`src/rtl/pipelined_adder_tree.sv`:
```
// Pipelined adder tree: sums LENGTH addends per beat behind a valid/ready stream, with a
// configurable register stride and optional running accumulation with a sticky overflow flag.
module pipelined_adder_tree #(
  parameter int unsigned DATA_WIDTH       = 8,
  parameter int unsigned LENGTH           = 42,
  parameter int unsigned SIGNED           = 0,
  parameter int unsigned LEVELS_PER_STAGE = 1,
  parameter int unsigned ACC_BITS         = 8,
  localparam int unsigned D               = $clog2(LENGTH),
  localparam int unsigned SUM_WIDTH       = DATA_WIDTH + D + ACC_BITS
) (
  input  logic                  clk,
  input  logic                  rst,
  input  logic                  in_valid,
  output logic                  in_ready,
  input  logic [DATA_WIDTH-1:0] in_addends [LENGTH],
  input  logic                  in_accumulate,
  output logic                  out_valid,
  input  logic                  out_ready,
  output logic [SUM_WIDTH-1:0]  out_sum,
  output logic                  out_overflow
);

  // Tree nodes are carried at the root width; the true partial sums always fit, so no overflow.
  localparam int unsigned TW = DATA_WIDTH + D;

  function automatic int unsigned level_nodes(int unsigned lvl);
    return (LENGTH + (32'd1 << lvl) - 32'd1) >> lvl;
  endfunction

  logic advance;
  assign advance  = !out_valid || out_ready;
  assign in_ready = advance;

  for (genvar l = 0; l <= D; l++) begin : g_lvl
    localparam int unsigned L    = l;
    localparam int unsigned N    = level_nodes(L);
    localparam bit          Bank = (L > 0) && ((L % LEVELS_PER_STAGE == 0) || (L == D));

    logic [TW-1:0] val [N];
    logic          vld;
    logic          acc;

    if (L == 0) begin : g_leaf
      for (genvar i = 0; i < N; i++) begin : g_ext
        if (SIGNED != 0) begin : g_sx
          assign val[i] = TW'($signed(in_addends[i]));
        end else begin : g_zx
          assign val[i] = TW'(in_addends[i]);
        end
      end
      assign vld = in_valid;
      assign acc = in_accumulate;
    end else begin : g_node
      localparam int unsigned NP = level_nodes(L - 1);
      logic [TW-1:0] sum [N];

      // Adjacent pairs reduce per level; an odd trailing node passes through unchanged, which
      // keeps every leaf-to-root path at the same register count.
      for (genvar i = 0; i < N; i++) begin : g_add
        if (2 * i + 1 < NP) begin : g_pair
          assign sum[i] = g_lvl[l-1].val[2*i] + g_lvl[l-1].val[2*i+1];
        end else begin : g_pass
          assign sum[i] = g_lvl[l-1].val[2*i];
        end
      end

      if (Bank) begin : g_reg
        logic [TW-1:0] val_q [N];
        logic          vld_q;
        logic          acc_q;

        always_ff @(posedge clk) begin
          if (rst) begin
            vld_q <= 1'b0;
            acc_q <= 1'b0;
          end else if (advance) begin
            vld_q <= g_lvl[l-1].vld;
            acc_q <= g_lvl[l-1].acc;
          end
        end

        always_ff @(posedge clk) begin
          if (advance) begin
            val_q <= sum;
          end
        end

        assign val = val_q;
        assign vld = vld_q;
        assign acc = acc_q;
      end else begin : g_wire
        assign val = sum;
        assign vld = g_lvl[l-1].vld;
        assign acc = g_lvl[l-1].acc;
      end
    end
  end

  logic [SUM_WIDTH-1:0] tree_sum;
  logic [SUM_WIDTH:0]   acc_full;
  logic [SUM_WIDTH-1:0] acc_sum;
  logic                 ovf;

  if (SIGNED != 0) begin : g_root_sx
    assign tree_sum = SUM_WIDTH'($signed(g_lvl[D].val[0]));
  end else begin : g_root_zx
    assign tree_sum = SUM_WIDTH'(g_lvl[D].val[0]);
  end

  always_comb begin
    acc_full = {1'b0, out_sum} + {1'b0, tree_sum};
    acc_sum  = acc_full[SUM_WIDTH-1:0];
    if (SIGNED != 0) begin
      ovf = (out_sum[SUM_WIDTH-1] == tree_sum[SUM_WIDTH-1]) &&
            (acc_sum[SUM_WIDTH-1] != out_sum[SUM_WIDTH-1]);
    end else begin
      ovf = acc_full[SUM_WIDTH];
    end
  end

  // Bubbles clear out_valid but keep out_sum so a later accumulate continues the chain.
  always_ff @(posedge clk) begin
    if (rst) begin
      out_valid    <= 1'b0;
      out_sum      <= '0;
      out_overflow <= 1'b0;
    end else if (advance) begin
      out_valid <= g_lvl[D].vld;
      if (g_lvl[D].vld) begin
        if (g_lvl[D].acc) begin
          out_sum      <= acc_sum;
          out_overflow <= out_overflow | ovf;
        end else begin
          out_sum      <= tree_sum;
          out_overflow <= 1'b0;
        end
      end
    end
  end

endmodule

```
`config.mk`:
```
export PLATFORM = sky130hd
export DESIGN_NAME = pipelined_adder_tree
export DESIGN_NICKNAME = d
export VERILOG_FILES = /design/src/rtl/pipelined_adder_tree.sv
export SDC_FILE = /design/constraint.sdc
export NUM_CORES = 1
export LEC_CHECK = 0
export CORE_ASPECT_RATIO = 2
export CORE_UTILIZATION = 48
export DETAILED_ROUTE_END_ITERATION = 8
export GPL_TIMING_DRIVEN = 0
export PLACE_DENSITY_LB_ADDON = 0.12
export RECOVER_POWER = 25
export SLEW_MARGIN = 20
export SYNTH_ARGS = -nofsm -noshare
export SYNTH_HDL_FRONTEND = slang
export SYNTH_SLANG_ARGS = --single-unit
```
`constraint.sdc`:
```
create_clock -name clk -period 23.1 [get_ports clk]
set_input_delay 2.31 -clock clk [delete_from_list [all_inputs] [get_ports clk]]
set_output_delay 2.31 -clock clk [all_outputs]
set_load 0.01 [all_outputs]
```
==> key figures <==
Floorplanning
  • Core area: about 58,000 um2
  • Top-level port count: 366
  • Floorplan row count: around 130
  • Initial core utilization: slightly below 50%
  • Die outline height: 346 um
  • Area of the die: ~60,000 um2
  • Width of the chip: approximately 170 um

Timing
  • Max-slew violation count: 0
  • Worst-case setup margin in the final layout: 16.02 ns
  • Max Clock Freq: roughly 140 MHz
  • Worst slew margin: 50.3%
  • Slew @ Worst Pin: approximately 0.74 ns
  • Part of the cycle the worst path needs: a little under a third
  • Final count of hold timing violations: 0
  • RSZ-0062 raised after global routing: false
  • Tmin final: between 7 and 8 ns
  • Final setup viols: 0
  • Final worst clock skew: ~0.014 ns
  • Total negative setup slack: 0 ns

Clocking
  • Number of buffers inserted to repair setup after CTS: 0
  • Clk Latency, worst-skew pair: 0.56 ns
  • Clock transition at path regs: 0.07 ns
  • CTS tree: built
  • Number of H-tree levels: 2
  • Longest Clk Path Bufs: 3
  • Post-cts sizing count: 0
  • Root Driver: sky130_fd_sc_hd__clkbuf_16
  • Post-CTS Hold Buffers: 0
  • TritonCTS Buffers: 43
  • Clock sinks: between 400 and 500

Pwr
  • Tot Pwr: between 3 and 4 mW
  • Ratio of total power to cell area: 113 nW/um2
  • Total leakage power: between 10 and 15 nW
  • Max IR drop VDD: between 0.00006 and 0.00007 V

GRT
  • Initial antenna violation count: 2
  • Total gr overflow: 0
  • Largest net degree at the start of global routing: 58
  • Global routing usage summed across all routing layers: between 10% and 20%
  • Via count of the first global-routing pass: slightly above 20,000
  • Global-route wire length before repair: roughly 94,000 um

Logic synthesis
  • Number of synthesized flops with an enable pin: around 440
  • Dominant register cell in the synthesized netlist: sky130_fd_sc_hd__edfxtp_1
  • Count of state elements after synthesis: between 400 and 500
  • Total number of yosys warnings: 0
  • Sequential-to-total area share from yosys stat: between 40% and 50%
  • Most used standard cells in the synthesized netlist: 437 x sky130_fd_sc_hd__edfxtp_1, 377 x sky130_fd_sc_hd__ha_1, 224 x sky130_fd_sc_hd__xnor2_1, 202 x sky130_fd_sc_hd__nor2_1, 164 x sky130_fd_sc_hd__a21oi_1
  • Synthesized instance count: around 2,400
  • Synthesized area divided by synthesized cell count: around 12 um2
  • Post-synthesis instance area: approximately 28,000 um2
  • Synth cell types: 58
  • Area fraction of the dominant cell type after synthesis: between 40 and 50%
  • Area leader, netlist: sky130_fd_sc_hd__edfxtp_1
  • Net count after synthesis: a little over 3,000
  • Cell types with the largest area share after synthesis: sky130_fd_sc_hd__edfxtp_1 46%, sky130_fd_sc_hd__ha_1 17%, sky130_fd_sc_hd__xnor2_1 6.9%
  • Most frequent cell after synthesis: sky130_fd_sc_hd__edfxtp_1
  • Proportion of synthesized flip-flops having asynchronous set or reset: 0%

Finish
  • Fillers: around 4,800
  • Post-synthesis to final-layout area growth: 22.1%
  • Storage element area: roughly 14,000 um2
  • Layout net count: between 3,000 and 4,000
  • Final Core Density: 59.5%
  • Area of the multi-input gates: around 14,000 um2
  • Fraction of layout cells with a size suffix above 1: ~3.5%

Critical path
  • Count of buffer and inverter cells on the critical path: 6
  • Crit-path max FO: between 50 and 60
  • Signal arrival time at the worst endpoint: between 4 and 5 ns
  • Critical Path Source Type: input pin
  • Nature of the critical path endpoint: output pin
  • Cells along the critical path: clkdlybuf4s50_1 > nor2b_2 > inv_2 > clkbuf_4 > buf_16 > buf_16 > clkdlybuf4s50_1
  • Classification of the worst setup path: input pin to output pin
  • Delay of the slowest cell on the worst path: approximately 0.59 ns
  • Library cell contributing the largest single delay on the critical path: sky130_fd_sc_hd__clkdlybuf4s50_1
  • Critical path required time: 20.79 ns
  • Crit path max-delay family: buffers and inverters

Job
  • Max Cap Violations: 0

Routing
  • Number of nets with antenna violations after routing: 0
  • Final routed DRC violation total: 0
  • Post-DR wirelength/cell: about 16 um
  • 1st-iter DRT viols: 674
  • Pre-Repair DR Iteration Count: 5
  • Number of vias per cell: approximately 5.4
  • Via total after detailed routing: 19,100
  • Sum of routed wire length over all layers: between 50,000 and 60,000 um

Placed design
  • Placement-stage worst setup slack: approximately 16 ns
  • Gpl congestion: 0.866
  • Number of port buffers: 365
  • Detailed Place HPWL: roughly 46,000 um

Run status
  • Status: complete, no violations

Worst hold path
  • Class of the tightest hold or removal check: flip-flop to flip-flop
[placed cells by master, fill, tap and decap left out, types with 32 or more instances in the layout]
master	netlist	final
sky130_fd_sc_hd__edfxtp_1	437	437
sky130_fd_sc_hd__ha_1	377	377
sky130_fd_sc_hd__clkdlybuf4s50_1	0	365
sky130_fd_sc_hd__xnor2_1	224	224
sky130_fd_sc_hd__nor2_1	202	202
sky130_fd_sc_hd__a21oi_1	164	164
sky130_fd_sc_hd__nand2_1	115	115
sky130_fd_sc_hd__inv_1	100	100
sky130_fd_sc_hd__a21o_1	95	95
sky130_fd_sc_hd__o21ai_0	81	81
sky130_fd_sc_hd__nor3_1	73	73
sky130_fd_sc_hd__nor2b_1	72	72
sky130_fd_sc_hd__xor2_1	67	67
sky130_fd_sc_hd__o21a_1	55	55
sky130_fd_sc_hd__clkbuf_16	0	46
sky130_fd_sc_hd__fa_1	42	42
sky130_fd_sc_hd__dfxtp_1	36	36
sky130_fd_sc_hd__o41ai_1	32	32
[metrics by stage]
stage	area, um2	cells	hold slack, ns
3_3_place_gp	33000	3481	0.405
4_1_cts	34600	3569	0.411
2_1_floorplan	28400	2354	0.400
6_report	34600	3570	0.414
5_1_grt	34600	3569	0.416
3_5_place_dp	33200	3490	0.405
[kinds of logic (layout without fill, tap and decap cells)]
| group | after synthesis | count (layout) | share of synthesized area, % |
|---|---|---|---|
| flops | 473 | 473 | 48.8 |
| mux | 9 | 9 | 0.318 |
| compound gates | 522 | 522 | 12.2 |
| buf+inv | 112 | 565 | 1.49 |
| fa+ha+maj | 419 | 419 | 19.6 |
| simple gates | 528 | 528 | 8.57 |
| other cells | 0 | 1 | 0 |
| xor+xnor | 291 | 291 | 8.99 |
[metal layers]
layer	routed length (um)	track usage [%]	up-vias	part of all wire (%)
li1	-	-	9560	-
met1	20900	19.3	9035	36
met3	2340	2.80	107	4.1
met5	12	0	-	0.021
met2	32200	39.0	411	56
met4	1830	7.11	2	3.2
[sequential cells by signal, indices dropped and copies added, names as in the netlist]
| signal | count |
|---|---|
| g_lvl.g_node.g_reg.vld_q | 6 |
| out_valid | 1 |
| out_overflow | 1 |
| out_sum | 22 |
| g_lvl.acc | 6 |
| g_lvl.g_node.g_reg.val_q | 437 |
[layout make-up]
cell class,instances,share of cell area [%]
repair buffers,374,11.2
clock inverters,24,0.686
plain buffers,11,0.134
flip-flops and latches,473,40.0
well taps,762,2.75
multi-input cells,1769,40.7
diodes,1,0.00723
inverters,101,1.09
clock buffers,55,3.48
[worst paths after layout]
kind,slack [ns],cells after the start,from,end
worst max-delay path,16.02,7,out_ready,in_ready
worst min-delay path,0.41,0,g_lvl[2].g_node.g_reg.val_q[8]$_DFFE_PN_,g_lvl[3].g_node.g_reg.val_q[8]$_DFFE_PN_
worst max register to register,20.29,8,g_lvl[2].g_node.g_reg.val_q[42]$_DFFE_PN_,g_lvl[3].g_node.g_reg.val_q[38]$_DFFE_PN_
worst min register to register,0.41,0,g_lvl[2].g_node.g_reg.val_q[8]$_DFFE_PN_,g_lvl[3].g_node.g_reg.val_q[8]$_DFFE_PN_
[power breakdown]
group          switching [mW]  total, mW  internal, mW
logic                   0.849       1.66         0.807
registers               0.133       1.51          1.38
clock network           0.313      0.729         0.416
Power figures use the tool's default switching activity.
